## config.mk

```make
export PLATFORM = sky130hd
export DESIGN_NAME = pad_input_conditioner
export DESIGN_NICKNAME = d
export VERILOG_FILES = /design/src/rtl/pad_cond_pkg.sv /design/src/rtl/pad_cond_chan.sv /design/src/rtl/pad_input_conditioner.sv
export SDC_FILE = /design/constraint.sdc
export NUM_CORES = 1
export LEC_CHECK = 0
export BUFFER_PORTS_ARGS = -buffer_cell sky130_fd_sc_hd__buf_2
export CAP_MARGIN = 20
export CELL_PAD_IN_SITES_DETAIL_PLACEMENT = 1
export CELL_PAD_IN_SITES_GLOBAL_PLACEMENT = 1
export CORE_MARGIN = 3
export CORE_UTILIZATION = 46
export DETAILED_ROUTE_END_ITERATION = 8
export PLACE_DENSITY = 0.9
export SLEW_MARGIN = 20
export SYNTH_ARGS = -nofsm -noshare
export SYNTH_HDL_FRONTEND = slang
export SYNTH_HIERARCHICAL = 1
export SYNTH_SLANG_ARGS = --single-unit
```

## constraint.sdc

```tcl
create_clock -name clk -period 1.6 [get_ports clk]
set_input_delay 0.08 -clock clk [delete_from_list [all_inputs] [get_ports clk]]
set_output_delay 0.08 -clock clk [all_outputs]
set_load 0.02 [all_outputs]
```

## src/rtl/pad_cond_pkg.sv

```systemverilog
// Shared defaults for the pad input conditioner.
// Channel count, synchroniser depth and filter counter width.
package pad_cond_pkg;

  localparam int DEF_NCH         = 8;
  localparam int DEF_SYNC_STAGES = 2;
  localparam int DEF_CNT_W       = 4;
  localparam int CNT_MAX         = 2**DEF_CNT_W - 1;

endpackage

```

## src/rtl/pad_cond_chan.sv

```systemverilog
// One conditioned pad channel: sync chain, glitch filter, edges.
// din toggles only after filt_len+1 consecutive disagreeing samples.
module pad_cond_chan
  import pad_cond_pkg::*;
#(
  parameter int   SYNC_STAGES = DEF_SYNC_STAGES,
  parameter int   CNT_W       = DEF_CNT_W,
  parameter logic RESET_VAL   = 1'b0
) (
  input  logic             clk,
  input  logic             resetb,
  input  logic             vpwr_good,
  input  logic             en,
  input  logic [CNT_W-1:0] filt_len,
  input  logic             pad_in,
  output logic             din,
  output logic             rise,
  output logic             fall
);

  logic [SYNC_STAGES-1:0] sync;
  logic [CNT_W-1:0]       cnt;
  logic                   s;
  logic                   differ;
  logic                   flip;

  assign s      = sync[SYNC_STAGES-1];
  assign differ = (s != din);
  assign flip   = en && differ && (cnt >= filt_len);

  // Loss of pad power behaves like reset but is applied on the clock.
  always_ff @(posedge clk or negedge resetb) begin
    if (!resetb) begin
      sync <= {SYNC_STAGES{RESET_VAL}};
      din  <= RESET_VAL;
      cnt  <= '0;
      rise <= 1'b0;
      fall <= 1'b0;
    end else if (!vpwr_good) begin
      sync <= {SYNC_STAGES{RESET_VAL}};
      din  <= RESET_VAL;
      cnt  <= '0;
      rise <= 1'b0;
      fall <= 1'b0;
    end else begin
      sync <= {sync[SYNC_STAGES-2:0], pad_in};
      rise <= flip & s;
      fall <= flip & ~s;
      if (flip) begin
        din <= s;
      end
      if (!en || !differ || flip) begin
        cnt <= '0;
      end else begin
        cnt <= cnt + 1'b1;
      end
    end
  end

endmodule

```

## src/rtl/pad_input_conditioner.sv

```systemverilog
// Clocked pad input conditioner: NCH independent filtered channels.
// Threshold and power-good are shared across all channels.
module pad_input_conditioner
  import pad_cond_pkg::*;
#(
  parameter int   NCH         = DEF_NCH,
  parameter int   SYNC_STAGES = DEF_SYNC_STAGES,
  parameter int   CNT_W       = DEF_CNT_W,
  parameter logic RESET_VAL   = 1'b0
) (
  input  logic             clk,
  input  logic             resetb,
  input  logic             vpwr_good,
  input  logic [NCH-1:0]   en,
  input  logic [CNT_W-1:0] filt_len,
  input  logic [NCH-1:0]   pad_in,
  output logic [NCH-1:0]   din,
  output logic [NCH-1:0]   rise,
  output logic [NCH-1:0]   fall
);

  if (SYNC_STAGES < 2 || SYNC_STAGES > 4) begin : g_bad_sync
    $error("SYNC_STAGES must be 2..4");
  end

  for (genvar i = 0; i < NCH; i++) begin : g_ch
    pad_cond_chan #(
      .SYNC_STAGES (SYNC_STAGES),
      .CNT_W       (CNT_W),
      .RESET_VAL   (RESET_VAL)
    ) u_chan (
      .clk       (clk),
      .resetb    (resetb),
      .vpwr_good (vpwr_good),
      .en        (en[i]),
      .filt_len  (filt_len),
      .pad_in    (pad_in[i]),
      .din       (din[i]),
      .rise      (rise[i]),
      .fall      (fall[i])
    );
  end

endmodule
```

# [Word-level counts from Yosys, hierarchy flattened]
# Cells that the tools add are included.
[totals] regBits=72 latch_bits=0 mem_bits_rw=0 mem_bits_ro=0 inputBits=23 out_inout_bits=24 elab_cells=200 n_memories=0
[classes] addsub=8 multipliers=0 div_mod_pow=0 magnitude_cmp=8 n_eq_ne=16 n_shift=0 muxes=56 n_bitwise=24 n_reduce_logical=48
[op_table] cell="$mux W4" count=16
[op_table] cell="$add A4 B1 Y4 const B" count=8
[op_table] cell="$ge A4 B4 Y1" count=8
[op_table] cell="$mux W1" count=32
[op_table] cell="$and A1 B1 Y1" count=16
[op_table] cell="$logic_and A1 B1 Y1" count=16
[op_table] cell="$logic_not A1 Y1" count=16
[op_table] cell="$logic_or A1 B1 Y1" count=16
[op_table] cell="$mux W2" count=8
[op_table] cell="$ne A2 B1 Y1 const B" count=8
[op_table] cell="$ne A1 B1 Y1" count=8
[op_table] cell="$not A1 Y1" count=8

# [Depth between registers and ports, before layout]
[logic_depth] word_depth=6 ltp_mapped=5 ltp_nobuf=5

# [Modules after synthesis]
# The synthesis kept the hierarchy.
[modules_own_cells] module="pad_cond_chan" n_inst=8 cells_per_inst=43 area_per_inst_um2=470.5 seq_area_each_um2=225.2

# [Worst setup path after synthesis]
# OpenSTA, ideal clock, no wires.
[synth_path] path_kind="reg2reg" startpoint="register g_ch[0].u_chan.cnt[0]" endpoint="register g_ch[0].u_chan.fall" setup_time_ps=123 t_arrival_ps=1177 required_time_ps=1477 path_slack_ps=300 stages_incl_launch_ff=6 n_path_buf=0 period_less_slack_ps=1300 path_cell_list="dfrtp_1 > inv_1 > ha_1 > nor3b_2 > o21ai_2 > nor3b_1"
[synth_between] elab_chain_cells=4
[synth_lines] item="start, declared" line_no="pad_cond_chan.sv:22" source="logic [CNT_W-1:0] cnt;"
[synth_lines] item="start signal, assigned" line_no="pad_cond_chan.sv:55" source="cnt <= cnt + 1'b1;"
[synth_lines] item="$ge A4 B4 Y1" line_no="pad_cond_chan.sv:29" source="assign flip = en && differ && (cnt >= filt_len);"
[synth_lines] item="$logic_and A1 B1 Y1" line_no="pad_cond_chan.sv:29"
[synth_lines] item="$and A1 B1 Y1" line_no="pad_cond_chan.sv:48" source="fall <= flip & ~s;"
[synth_lines] item="$mux W1" line_no="pad_cond_chan.sv:39" source="end else if (!vpwr_good) begin"
[synth_lines] item="end signal, assigned" line_no="pad_cond_chan.sv:48"
[synth_lines] item="end, declared" line_no="pad_cond_chan.sv:18" source="output logic fall"
# No other way between the ends.
# A chain may end at the register's enable or synchronous reset.

# [Final worst setup path]
[layout_path] startpoint="register g_ch[0].u_chan.cnt[1]" endpoint="register g_ch[0].u_chan.cnt[2]"
[layout_between] elab_chain_cells=5 elab_cells_between_ends=6 classes_between="add/sub: 1; order compare: 1; mux: 2; reduce/logical: 2"
[layout_lines] item="$ge A4 B4 Y1" line_no="pad_cond_chan.sv:29"
[layout_lines] item="$logic_and A1 B1 Y1" line_no="pad_cond_chan.sv:29"
[layout_lines] item="$logic_or A1 B1 Y1" line_no="pad_cond_chan.sv:52" source="if (!en || !differ || flip) begin"
[layout_lines] item="$mux W4 (*)" line_no="pad_cond_chan.sv:52"
[layout_lines] item="$mux W4 (*)" line_no="pad_cond_chan.sv:39"
# Every way passes the cells marked *; elsewhere a longest branch is shown, timed or not.

==> out/summary.txt <==
Outcome = finished clean
Crit path kind = register to register
Rel. slew slack = 62.81%
Die Y = 96.46 um
Number of global-route vias before repair = 3,160
Layout Cells excl Fill = 522
Min Clock Period, post-route = 1590 ps
DR vias = 2,877
Root Driver = clkbuf_8
Fin Setup TNS = 0 ps
Synth cell types = 18
Net Count, Synth = 407
Critical Path Source Type = register
Ys Warns = 6
Max cap viols = 0
Worst Skew = 6.391 ps
Delay-heaviest family, CP = compound AO/OA/AOI/OAI gates
Vias per cell = 5.511
WP data arrival = 1830 ps
Total GRT Usage = 22.05%
Least-Margin Pin Slew = 557.8 ps
Leakage = 0.002224 uW
Global route total overflow = 0
IO Count = 47
CP peak stage delay = 430 ps
Clk buf depth = 2
CP max FO = 6
Cells after synthesis = 344
Die ar. = 9304 um2
Worst Hold Class = input port to register
Fillers = 867
Post-synthesis sequential area ratio = 47.87%
Slowest-stage cell, CP = dfrtp_1
1st-iter DRT viols = 110
Largest net degree at the start of global routing = 37
Routed len/inst = 17.59 um
Critical path startpoint = g_ch[0].u_chan/cnt[1]
Clock buffer count from CTS = 9
Finish-stage setup viols = 0
PortBufs = 46
Antenna violations before repair = 0
FF/Latch Area = 1802 um2
Clock Sink Count = 72
Final Wtd Congestion = 0.7456
Pwr per Cell Area = 804.5 nW/um2
Chip Width = 96.46 um
RR Endpoint = g_ch[0].u_chan/cnt[2]
CP cell instances = ha_1 > o211ai_1 > o21ai_2 > nor3_1
Achievable Freq = 629.0 MHz
DRC = 0
FF+latch count, synth = 72
Avg Inst Size Synth = 10.94 um2
CP bufs+invs = 0
Final Hold Viols = 0
Layout area overhead = 21.11%
Worst vdd ir = 525.0 uV
Reg2reg start = g_ch[0].u_chan/cnt[1]
Clk_lat worst skew = 350 ps
Starting density of the core = 47.96%
Max-slew violations = 0
Drt total wl = 9.183 mm
Critical Path End = g_ch[0].u_chan/cnt[2]
Cell area after synthesis = 3764 um2
Num rows = 32
Drt first pass iters = 4
Worst path depth = 4
Crit share post-route = 99.36%
N_diodes = 0
Nets = 478
Share of layout cells above drive strength 1 = 23.81%
First-pass GRT wire length = 15.50 mm
CP Data Required Time = 1840 ps
Clk slew on worst S/H paths = 70 ps
Setup crit end kind = register
Worst hold path startpoint = en[7]
DP HPWL = 6.479 mm
Dpl cells = 496
Core area = 7848 um2
CTS tree = done
RSZ-0062 raised after global routing = true
H-tree levels = 3
Reg2reg setup slack = 10 ps
Multi-input logic area = 1854 um2
Detail Route Antenna Nets = 0
Worst R2R Path Depth = 4
==> cells by family (layout without fill, tap and decap cells) <==
family / after synthesis / count (layout) / share of synthesized area (%)
XOR/XNOR: 24 / 24 / 5.585
adder cells (fa/ha/maj): 40 / 40 / 13.30
flip-flops: 72 / 72 / 47.87
AND/OR/NAND/NOR: 120 / 120 / 20.21
buffers and inverters: 48 / 124 / 4.787
AO/OA/AOI/OAI: 40 / 40 / 8.245
==> routing by layer <==
| metal | vias to the layer above | global-route usage (%) | wire length (um) |
|---|---|---|---|
| li1 | 1349 | - | - |
| met1 | 1471 | 26.70 | 3965 |
| met2 | 44 | 38.91 | 4815 |
| met3 | 13 | 3.718 | 252 |
| met4 | 0 | 8.879 | 151 |
| met5 | - | 0 | 0 |
==> report_power, final <==
part           switching (uW)  internal (uW)
Combinational             194            130
Clock                     676            803
Sequential               20.7           1840
==> placed cells by master (no fill, tap or decap) <==
cell / instances
buf_4: 2
nor3_1: 31
nor3b_2: 13
inv_1: 48
nand2_1: 8
o22a_1: 8
nand3_2: 8
ha_4: 1
a21oi_1: 6
o211ai_1: 8
and2_1: 16
buf_12: 3
nor3b_1: 9
clkinv_2: 2
buf_2: 46
nor3_2: 1
nand3_1: 24
xor2_1: 16
dfrtp_1: 72
clkbuf_8: 11
clkbuf_1: 2
o2111ai_1: 8
o21ai_2: 8
xnor2_1: 8
ha_1: 39
a21oi_2: 2
bufinv_16: 1
nor3b_4: 2
or3_1: 8
dlygate4sd3_1: 9
==> synthesized netlist by cell type <==
cell        n  share of area (%)
xnor2_1     8                1.9
nor3b_1    16                3.2
ha_1       40                 13
inv_1      48                4.8
nor3_1     32                4.3
or3_1       8                1.3
nand3_2     8                2.1
o22a_1      8                1.9
xor2_1     16                3.7
dfrtp_1    72                 48
a21oi_1     8                1.1
o2111ai_1   8                1.9
nand2_1     8               0.80
nand3_1    24                3.2
o211ai_1    8                1.6
and2_1     16                2.7
nor3b_2     8                2.7
o21ai_2     8                1.9
==> area by class of cell <==
class | count | share of cell area [%]
tap | 102 | 2.800
sequential | 72 | 39.53
clock buffer | 13 | 3.486
multi-input combinational | 224 | 40.68
clock inverter | 3 | 0.8784
timing repair buffer | 60 | 8.674
inverter | 48 | 3.953
==> worst reg2reg max path: cells and delay by family (launching register included) <==
kind / cells / cell delay, ps
compound gates: 2 / 520
flops: 1 / 430
fa+ha+maj: 1 / 300
simple gates: 1 / 240
==> registers in the layout (all words and copies together) (netlist names) <==
register          count
g_ch.u_chan/fall      8
g_ch.u_chan/din       8
g_ch.u_chan/sync     16
g_ch.u_chan/cnt      32
g_ch.u_chan/rise      8
==> metrics by stage <==
step           power (uW)  hold slack [ps]  cell area [um2]  util [%]  setup slack (ps)
4_1_cts              3695            63.16             4478     57.06             13.17
6_report             3667            82.90             4558     58.08             10.28
3_5_place_dp         2196            103.4             4189     53.38             62.22
5_1_grt              3838            81.17             4558     58.08            -32.44
3_3_place_gp         2172            83.71             4189     53.38             183.3
2_1_floorplan        2027           -215.6             3764         -             300.2
==> how the worst min path moves through the flow <==
stage,cells after the start,endpoint
after global placement,1,g_ch[2].u_chan/sync[1]
after detailed placement,1,g_ch[2].u_chan/sync[1]
after global routing,3,g_ch[7].u_chan/rise
after CTS,3,g_ch[1].u_chan/rise
final,3,g_ch[7].u_chan/rise
after floorplan,0,g_ch[0].u_chan/cnt[0]
==> repair_timing <==
action / CTS / global route
gates resized for setup: 0 / 13
hold buffers: 9 / 0
setup endpoints to repair: 0 / 13
buffers inserted: 0 / 1
hold endpoints to repair: 27 / 0
No activity file was read; power rests on OpenSTA's default activity.
